### src/rtl/seq_detector_param.sv
// seq_detector_param: serial pattern detector with a runtime-programmable pattern of
// 1..MAX_LEN bits, overlap or non-overlap mode, and a saturating match counter.
module seq_detector_param #(
    parameter int unsigned         MAX_LEN     = 8,
    parameter int unsigned         CNT_W       = 8,
    parameter logic [MAX_LEN-1:0]  DEF_PATTERN = 8'b0000_1010,
    parameter int unsigned         DEF_LEN     = 4,
    parameter logic                DEF_OVERLAP = 1'b1,
    localparam int unsigned        LW          = $clog2(MAX_LEN) + 1
) (
    input  logic               clk,
    input  logic               rst,
    input  logic               cfg_load,
    input  logic [MAX_LEN-1:0] cfg_pattern,
    input  logic [LW-1:0]      cfg_len,
    input  logic               cfg_overlap,
    input  logic               in_valid,
    input  logic               x,
    input  logic               clr_cnt,
    output logic               match,
    output logic [CNT_W-1:0]   match_cnt,
    output logic               cfg_err
);

    logic [MAX_LEN-1:0] pattern_q, pattern_d;
    logic [LW-1:0]      len_q, len_d;
    logic               overlap_q, overlap_d;
    logic [MAX_LEN-1:0] hist_q, hist_d;
    logic [LW-1:0]      fill_q, fill_d;
    logic               match_q, match_d;
    logic [CNT_W-1:0]   cnt_q, cnt_d;
    logic               err_q, err_d;

    logic [MAX_LEN-1:0] len_mask;
    logic [MAX_LEN-1:0] hist_n;
    logic [LW-1:0]      fill_n;
    logic               cfg_ok;
    logic               hit;

    // Mask selecting the low len_q bits of the history/pattern for comparison.
    always_comb begin
        len_mask = '0;
        for (int unsigned i = 0; i < MAX_LEN; i++) begin
            len_mask[i] = (LW'(i) < len_q);
        end
    end

    // Next-state: config load, bit acceptance, hit detection and counter update.
    always_comb begin
        pattern_d = pattern_q;
        len_d     = len_q;
        overlap_d = overlap_q;
        hist_d    = hist_q;
        fill_d    = fill_q;
        match_d   = 1'b0;
        cnt_d     = cnt_q;
        err_d     = err_q;

        hist_n = {hist_q[MAX_LEN-2:0], x};
        fill_n = (fill_q == LW'(MAX_LEN)) ? fill_q : fill_q + LW'(1);
        hit    = (fill_n >= len_q) && ((hist_n & len_mask) == (pattern_q & len_mask));
        cfg_ok = (cfg_len != '0) && (cfg_len <= LW'(MAX_LEN));

        if (cfg_load) begin
            // Any load, legal or not, abandons the partial match and drops x.
            hist_d = '0;
            fill_d = '0;
            if (cfg_ok) begin
                pattern_d = cfg_pattern;
                len_d     = cfg_len;
                overlap_d = cfg_overlap;
            end else begin
                err_d = 1'b1;
            end
        end else if (in_valid) begin
            hist_d  = hist_n;
            fill_d  = (hit && !overlap_q) ? '0 : fill_n;
            match_d = hit;
            if (hit && (cnt_q != '1)) begin
                cnt_d = cnt_q + CNT_W'(1);
            end
        end

        if (clr_cnt) begin
            cnt_d = '0;
        end
    end

    // State registers with synchronous active-high reset.
    always_ff @(posedge clk) begin
        if (rst) begin
            pattern_q <= DEF_PATTERN;
            len_q     <= LW'(DEF_LEN);
            overlap_q <= DEF_OVERLAP;
            hist_q    <= '0;
            fill_q    <= '0;
            match_q   <= 1'b0;
            cnt_q     <= '0;
            err_q     <= 1'b0;
        end else begin
            pattern_q <= pattern_d;
            len_q     <= len_d;
            overlap_q <= overlap_d;
            hist_q    <= hist_d;
            fill_q    <= fill_d;
            match_q   <= match_d;
            cnt_q     <= cnt_d;
            err_q     <= err_d;
        end
    end

    assign match     = match_q;
    assign match_cnt = cnt_q;
    assign cfg_err   = err_q;

endmodule

### config.mk
export PLATFORM = sky130hd
export DESIGN_NAME = seq_detector_param
export DESIGN_NICKNAME = d
export VERILOG_FILES = /design/src/rtl/seq_detector_param.sv
export SDC_FILE = /design/constraint.sdc
export NUM_CORES = 1
export LEC_CHECK = 0
export CORE_MARGIN = 8
export CORE_UTILIZATION = 25
export CTS_BUF_LIST = sky130_fd_sc_hd__clkbuf_8
export CTS_CLUSTER_SIZE = 8
export DETAILED_ROUTE_END_ITERATION = 12
export PLACE_DENSITY = 0.46
export RECOVER_POWER = 25
export SETUP_SLACK_MARGIN = 0.02
export SYNTH_ARGS = -nofsm -noshare
export SYNTH_HDL_FRONTEND = slang
export SYNTH_SLANG_ARGS = --single-unit
### constraint.sdc
create_clock -name clk -period 3.3 [get_ports clk]
set_clock_uncertainty 0.05 [all_clocks]
set_input_delay 0.66 -clock clk [delete_from_list [all_inputs] [get_ports clk]]
set_output_delay 0.66 -clock clk [all_outputs]
set_load 0.02 [all_outputs]
== Word-level counts from Yosys, hierarchy flattened ==
Index checks and enable logic that the tools add are counted.

* Register bits after elaboration: 34
* Output and inout port bits: 10

* Add/subtract/negate cells: 2
* Order comparisons: 10
* Equal/unequal tests: 3
* Multiplexer cells: 2
* Bitwise logic cells: 5
* Reductions and logical operators: 12

{| class="wikitable"
|+ Operator list
! kind !! count
|-
| bitwise AND 8 bit || 2
|-
| < comparator 3 x 4 -> 1 bit (first input constant) || 4
|-
| adder 8 x 1 -> 8 bit (second input constant) || 1
|-
| == test 8 bit || 1
|-
| < comparator 1 x 4 -> 1 bit (first input constant) || 2
|-
| < comparator 2 x 4 -> 1 bit (first input constant) || 2
|-
| two-way mux 4 bit || 2
|-
| != test 8 bit (second input constant) || 1
|-
| adder 4 x 1 -> 4 bit (second input constant) || 1
|-
| == test 4 bit (second input constant) || 1
|-
| greater-or-equal comparator 4 bit || 1
|-
| <= comparator 4 bit (second input constant) || 1
|-
| logical AND 1 bit || 4
|-
| AND reduction 2 bit || 2
|-
| nonzero test 4 bit || 1
|-
| OR reduction 2 bit || 2
|-
| NOT 1 bit || 3
|-
| AND reduction 3 bit || 1
|-
| OR reduction 3 bit || 1
|-
| logical NOT 1 bit || 1
|}

== Longest topological paths before layout ==
Gate-level depths: netlist of run 1.

* Word-level depth: 6
* Depth in mapped cells: 13

== Least setup slack after synthesis of run 1 ==
No wires, ideal clock.

* Path kind: register -> register
* Start point: register fill_q[0]
* End point: register cnt_q[5] (netlist: match_cnt[5])
* Library setup time: 0.123 ns
* Arrival: 2.547 ns
* Required time: 3.127 ns
* Path slack: 0.580 ns
* Stages on the path, launching flop included: 13
* Buffers on the path: 0
* Clock period less this slack: 2.720 ns
* Cells stage by stage: dfxtp_1 inv_1 ha_1 nand2_1 nor2_1 xnor2_1 ha_1 nand2b_1 a2111oi_0 or4_4 nor4_4 nand4_1 mux2_1

* Longest elaborated chain between the ends: 6
* Elaborated cells on any way between the ends: 7

{| class="wikitable"
|+ Ends and longest elaborated chain
! element !! RTL line !! source
|-
| start, declared || 29 || <nowiki>logic [LW-1:0] fill_q, fill_d;</nowiki>
|-
| start signal, assigned || 105 || <nowiki>fill_q <= fill_d;</nowiki>
|-
| adder 4 x 1 -> 4 bit / == test 4 bit (equally long branches) || 60 || <nowiki>fill_n = (fill_q == LW'(MAX_LEN)) ? fill_q : fill_q + LW'(1);</nowiki>
|-
| two-way mux 4 bit (*) || 60 ||
|-
| greater-or-equal comparator 4 bit (*) || 61 || <nowiki>hit = (fill_n >= len_q) && ((hist_n & len_mask) == (pattern_q & len_mask));</nowiki>
|-
| logical AND 1 bit (*) || 61 ||
|-
| logical AND 1 bit (*) || 79 || <nowiki>if (hit && (cnt_q != '1)) begin</nowiki>
|-
| AND reduction 3 bit (no line) (*) || - ||
|-
| end signal, assigned || 107 || <nowiki>cnt_q <= cnt_d;</nowiki>
|-
| end, declared || 31 || <nowiki>logic [CNT_W-1:0] cnt_q, cnt_d;</nowiki>
|}

Mark *: on every way between the ends. The rest lies on a longest branch, timed or not.
A chain may end at the register's enable or synchronous reset.

== Final worst setup path of run 1 ==
* Start point: register fill_q[0]
* End point: register fill_q[3]

* Longest elaborated chain between the ends: 6
* Elaborated cells on any way between the ends: 7

{| class="wikitable"
|+ Ends and longest elaborated chain
! element !! RTL line !! source
|-
| adder 4 x 1 -> 4 bit / == test 4 bit (equally long branches) || 60 ||
|-
| two-way mux 4 bit (*) || 60 ||
|-
| greater-or-equal comparator 4 bit || 61 ||
|-
| logical AND 1 bit || 61 ||
|-
| logical AND 1 bit || 77 || <nowiki>fill_d = (hit && !overlap_q) ? '0 : fill_n;</nowiki>
|-
| two-way mux 4 bit (*) || 77 ||
|}

Marked as above.

==> results of run 1 <==
power by group:
| group | switching (mW) | internal, mW | total, mW |
|---|---|---|---|
| Sequential | 0.0103 | 0.422 | 0.433 |
| Combinational | 0.0494 | 0.0511 | 0.101 |
| Clock | 0.147 | 0.165 | 0.313 |
placed cells by master (no fill, tap or decap), drive strengths merged, types with 4 or more instances in the layout:
cell           count
clkdlybuf4s50     24
nor2              31
ha                 7
dfxtp             34
mux2i             16
inv               15
nand4              4
a21oi             12
xnor2              7
a31o               5
clkbuf             6
o21ai              5
nand3              5
nand2             12
dlygate4sd3        4
xor2               5
logic make-up (layout without fill, tap and decap cells):
kind of cell | Yosys count | in the layout | synth area share, %
and+or+nand+nor | 68 | 68 | 19.9
DFF | 34 | 34 | 40.4
AOI/OAI and AO/OA | 32 | 32 | 12.9
buffers and inverters | 22 | 53 | 5.20
muxes | 17 | 17 | 10.2
xor gates and xnor gates | 12 | 12 | 6.24
adders and majority gates | 7 | 7 | 5.20
routing by layer:
metal,GRT usage [%],share of wire (%),up-vias
met5,0,0,-
met2,14.4,46,25
met3,2.70,4.4,4
li1,-,-,721
met1,10.0,48,643
met4,3.24,1.4,0
area by class of cell:
type	instances	area, um2	area share [%]
multi-input cells	136	917	42.8
flip-flops and latches	34	681	31.7
repair buffers	31	303	14.1
well taps	80	100	4.67
clock buffers	6	82.6	3.85
inverters	14	52.6	2.45
clock inverters	2	8.76	0.408
state kept, by name, indices dropped and copies added (netlist names):
name	count
cfg_err	1
fill_q	4
hist_q	7
len_q	4
match	1
match_cnt	8
overlap_q	1
pattern_q	8
through the flow:
step	power [mW]	util [%]	instances	setup WS (ns)
floorplan	0.503	-	192	0.580
finish	0.846	32.3	303	0.264
CTS	0.865	32.3	303	0.268
detailed placement	0.545	30.9	295	0.293
global placement	0.545	30.9	295	0.381
global route	0.892	32.3	303	0.0339
how the worst max path moves through the flow:
| stage | startpoint | end | slack, ns | cells after the start |
|---|---|---|---|---|
| 2_1_floorplan | fill_q[0] | match_cnt[5] | 0.58 | 12 |
| 3_3_place_gp | fill_q[0] | match_cnt[3] | 0.38 | 13 |
| 3_5_place_dp | fill_q[0] | match_cnt[3] | 0.29 | 13 |
| 4_1_cts | fill_q[0] | match_cnt[5] | 0.27 | 12 |
| 5_1_grt | fill_q[0] | fill_q[3] | 0.03 | 12 |
| 6_report | fill_q[0] | fill_q[3] | 0.26 | 12 |
worst min-delay path: stages, from the launching register on:
cell and delay [ns]:
dfxtp_1 0.32, a21oi_1 0.04, nor2_1 0.07
==> impl_metrics.env, run 1 <==
export IMPL_min_period_ns=3.04
export IMPL_core_area_um2=6640
export IMPL_synth_cell_type_count=37
export IMPL_yosysWarnings=0
export IMPL_postCtsHoldBufs=0
export IMPL_syn_avg_cell_area_um2=8.78
export IMPL_p_leak_nw=0.917
export IMPL_path_cells="inv_1, ha_1, nand2_1, nor2_1, xnor2_1, ha_1, nand2b_1, a2111oi_0, or4_4, nor4_1, nor2_1, a22o_1"
export IMPL_clk_pin_slew_worst_paths_ns=0.07
export IMPL_ant_nets=0
export IMPL_vdd_drop_max_mv=0.150
export IMPL_dr_first_iter_drc_count=48
export IMPL_synth_edf_count=0
export IMPL_finalSetupViolCount=0
export IMPL_synth_yosys_seq_area_share_pct=40.4
export IMPL_cts_root_buf="clkbuf_8"
export IMPL_grt_max_degree=16
export IMPL_hold_viol_final=0
export IMPL_status="completed"
export IMPL_final_nets=248
export IMPL_r2r_start="fill_q[0]"
export IMPL_synthArstFlopShare_pct=0
export IMPL_final_area_um2=2140
export IMPL_synth_seq_cells=34
export IMPL_relSlewSlack_pct=56.7
export IMPL_syn_nets=218
export IMPL_cts_sinks=34
export IMPL_worstRegToRegCells=12
export IMPL_hold_ws_ns=0.414
export IMPL_fillers=688
export IMPL_holdPathStages=2
export IMPL_grt_pass1_vias=1436
export IMPL_synth_main_ff_cell="dfxtp_1"
export IMPL_cts_tree="yes"
export IMPL_die_w_um=98.1
export IMPL_crit_arrival_ns=3.16
export IMPL_crit_path_max_incr_delay_ns=0.56
export IMPL_rsz0062_at_grt="false"
export IMPL_crit_family="simple AND/OR/NAND/NOR gates"
export IMPL_cts_max_level=2
export IMPL_antenna_found_initial=0
export IMPL_rows=30
export IMPL_critPathBufInv=1
export IMPL_cts_resized=0
export IMPL_synth_top_cells_by_area="dfxtp_1, mux2i_1, nor2_1"
export IMPL_drive_above_1_share_pct=8.52
export IMPL_worstPathRequired_ns=3.43
export IMPL_drcViolationCount=0
export IMPL_initial_utilization_pct=25.4
export IMPL_worstSkewPairLatency_ns=0.28
export IMPL_synth_most_common_cell="dfxtp_1"
export IMPL_num_io_pins=29
export IMPL_die_h_um=98.1
export IMPL_min_path_type="reg2reg"
export IMPL_diodes=0
export IMPL_overflow=0
export IMPL_synthTopCellsByCount="dfxtp_1, nor2_1, mux2i_1"
export IMPL_grt_pass1_wl_um=6770
export IMPL_syn_inst=192
export IMPL_yosys_area_top_type="dfxtp_1"
export IMPL_viasPerCell=4.60
export IMPL_io_buffers=28
export IMPL_syn_to_final_growth_pct=27.2
export IMPL_cts_setup_buffers=0
export IMPL_drt_wirelength_per_cell_um=12.8
export IMPL_start_kind="register"
export IMPL_drt_pass1_iterations=4
export IMPL_drt_total_wl_um=3880
export IMPL_hold_start="cfg_err"
export IMPL_worstMarginPinSlew_ns=0.644
export IMPL_vias=1393
export IMPL_gp_congestion=0.804
export IMPL_reg2reg_to="fill_q[3]"
export IMPL_dieArea_um2=9620
export IMPL_powerDensity_nw_per_um2=394
export IMPL_cp_max_fo=4
export IMPL_ff2ff_setup_slack_ns=0.26
export IMPL_syn_area_um2=1690
export IMPL_fmax_mhz=329
export IMPL_track_usage_pct=8.60
export IMPL_clockBufferDepth=2
export IMPL_crit_path_top_delay_cell="or4_4"
export IMPL_timing_setup_tns_ns=0
export IMPL_finalCritPeriodShare_pct=92.0
export IMPL_hold_path_endpoint="cfg_err"
export IMPL_synth_top_area_share_pct=40.4
export IMPL_final_max_slew_viol_count=0
export IMPL_post_dp_cell_area_um2=2050
export IMPL_numCtsBuffers=5
export IMPL_drv_cap=0
export IMPL_dp_hpwl_um=2990
export IMPL_cp_end_kind="register"
export IMPL_critical_path_class="reg2reg"
Note: power is estimated with default switching activity, not from simulation.
==> run 2, diff against run 1 <==
CTS_BUF_LIST = sky130_fd_sc_hd__clkbuf_16   (was sky130_fd_sc_hd__clkbuf_8)
==> run 2 against run 1 <==
  * Worst hold slack worse by 0.0032 ns
  * Critical path depth unchanged
  * Sequential share of layout area down 0.67 points
  * Clock power up 39%
  * Sequential power about the same
  * Final cell count unchanged
  * Non-clock buffer count unchanged
  * Clock-buffer cell count down 1
  * Global-route usage up 0.11 points
  * Die area unchanged
  * Setup slack better by 0.022 ns
  * Design area up 2.2%
  * Largest cell class unchanged
==> impl_metrics.env, run 2 (same netlist as run 1, synthesis figures left out) <==
export IMPL_antenna_found_initial=0
export IMPL_hold_path_endpoint="cfg_err"
export IMPL_comb_power_share_pct=10.4
export IMPL_netSwitchingFraction_pct=23.0
export IMPL_crit_path_max_incr_delay_ns=0.56
export IMPL_ff2ff_setup_slack_ns=0.29
export IMPL_hold_start="cfg_err"
export IMPL_numCtsBuffers=5
export IMPL_path_cells="inv_1, ha_1, nand2_1, nor2_1, xnor2_1, ha_1, nand2b_1, a2111oi_0, or4_4, nor4_1, nor2_1, a22o_1"
export IMPL_finalCritPeriodShare_pct=91.3
export IMPL_cts_sinks=34
export IMPL_grt_pass1_wl_um=6800
export IMPL_cp_max_fo=4
export IMPL_overflow=0
export IMPL_setup_ws_ns=0.286
export IMPL_clk_pin_slew_worst_paths_ns=0.05
export IMPL_hold_ws_ns=0.411
export IMPL_mostFrequentLayoutCell="dfxtp_1"
export IMPL_final_nets=248
export IMPL_p_leak_nw=0.938
export IMPL_dp_hpwl_um=2990
export IMPL_finalSetupViolCount=0
export IMPL_dr_first_iter_drc_count=70
export IMPL_die_h_um=98.1
export IMPL_cts_root_buf="clkbuf_16"
export IMPL_placed_cells=295
export IMPL_holdPathStages=2
export IMPL_switchingPower_mw=0.223
export IMPL_diodes=0
export IMPL_gp_congestion=0.804
export IMPL_worstMarginPinSlew_ns=0.631
export IMPL_final_max_slew_viol_count=0
export IMPL_critical_path_class="reg2reg"
export IMPL_seq_area_um2=681
export IMPL_drive_above_1_share_pct=8.07
export IMPL_die_w_um=98.1
export IMPL_status="completed"
export IMPL_worstPathRequired_ns=3.42
export IMPL_powerDensity_nw_per_um2=443
export IMPL_grt_pass1_vias=1426
export IMPL_timing_setup_tns_ns=0
export IMPL_postCtsHoldBufs=0
export IMPL_cts_tree="yes"
export IMPL_vdd_drop_max_mv=0.177
export IMPL_stdcell_count=303
export IMPL_worstRegToRegCells=12
export IMPL_grt_max_degree=16
export IMPL_initial_utilization_pct=25.4
export IMPL_drcViolationCount=0
export IMPL_io_buffers=28
export IMPL_start_kind="register"
export IMPL_dieArea_um2=9620
export IMPL_hold_viol_final=0
export IMPL_min_path_type="reg2reg"
export IMPL_r2r_start="fill_q[0]"
export IMPL_crit_arrival_ns=3.13
export IMPL_worstSkewPairLatency_ns=0.27
export IMPL_rows=30
export IMPL_crit_path_top_delay_cell="or4_4"
export IMPL_post_dp_cell_area_um2=2050
export IMPL_core_area_um2=6640
export IMPL_drv_cap=0
export IMPL_vias=1387
export IMPL_fmax_mhz=332
export IMPL_syn_to_final_growth_pct=30.0
export IMPL_p_seq_share_pct=44.7
export IMPL_rsz0062_at_grt="false"
export IMPL_p_int_mw=0.746
export IMPL_viasPerCell=4.58
export IMPL_cts_resized=0
export IMPL_drt_total_wl_um=3900
export IMPL_cts_setup_buffers=0
export IMPL_cp_end_kind="register"
export IMPL_cts_max_level=2
export IMPL_drt_pass1_iterations=4
export IMPL_ant_nets=0
export IMPL_clkPwrFrac_pct=45.0
export IMPL_track_usage_pct=8.71
export IMPL_final_area_um2=2190
export IMPL_clockBufferDepth=2
export IMPL_relSlewSlack_pct=57.5
export IMPL_multiInputGateArea_um2=917
export IMPL_num_io_pins=29
export IMPL_drt_wirelength_per_cell_um=12.9
export IMPL_final_cell_mix="dfxtp_1, nor2_1, clkdlybuf4s50_1"
export IMPL_min_period_ns=3.01
export IMPL_fillers=682
export IMPL_place_ws_ns=0.293
export IMPL_reg2reg_to="fill_q[3]"
## run 2: power by group through the flow
stage	Sequential [mW]	Combinational, mW	Clock (mW)
2_1_floorplan	0.440	0.0622	0
3_3_place_gp	0.442	0.103	0
4_1_cts	0.433	0.103	0.454
5_1_grt	0.435	0.113	0.473
3_5_place_dp	0.442	0.103	0
6_report	0.433	0.100	0.436
## run 2: metal layers
layer	up-vias	global-route usage, %	routed length [um]
li1	724	-	-
met1	641	10.1	1860
met2	20	14.3	1830
met3	2	2.92	172
met4	0	3.60	38
met5	-	0	0
## run 2: final cells by class
type,instances,area share [%]
Timing Repair Buffer,31,13.8
Multi-Input combinational cell,136,41.9
Clock buffer,5,5.71
Clock inverter,3,0.571
Sequential cell,34,31.1
Tap cell,80,4.57
Inverter,14,2.40
## run 2: worst max-delay path by stage
stage          startpoint           end
2_1_floorplan   fill_q[0]  match_cnt[5]
3_3_place_gp    fill_q[0]  match_cnt[3]
3_5_place_dp    fill_q[0]  match_cnt[3]
4_1_cts         fill_q[0]  match_cnt[5]
5_1_grt         fill_q[0]     fill_q[3]
6_report        fill_q[0]     fill_q[3]
## run 2: stage by stage
stage	power [mW]	util (%)
3_3_place_gp	0.545	30.9
2_1_floorplan	0.503	-
4_1_cts	0.990	33.0
3_5_place_dp	0.545	30.9
6_report	0.970	33.0
5_1_grt	1.02	33.0
## run 2: worst max-delay path: cells and delay by family (launching register included)
kind,cells,cell delay (ns)
AND/OR/NAND/NOR,6,1.43
adder cells (fa/ha/maj),2,0.48
flip-flops,1,0.36
AO/OA/AOI/OAI,2,0.34
XOR/XNOR,1,0.15
buffers and inverters,1,0.08
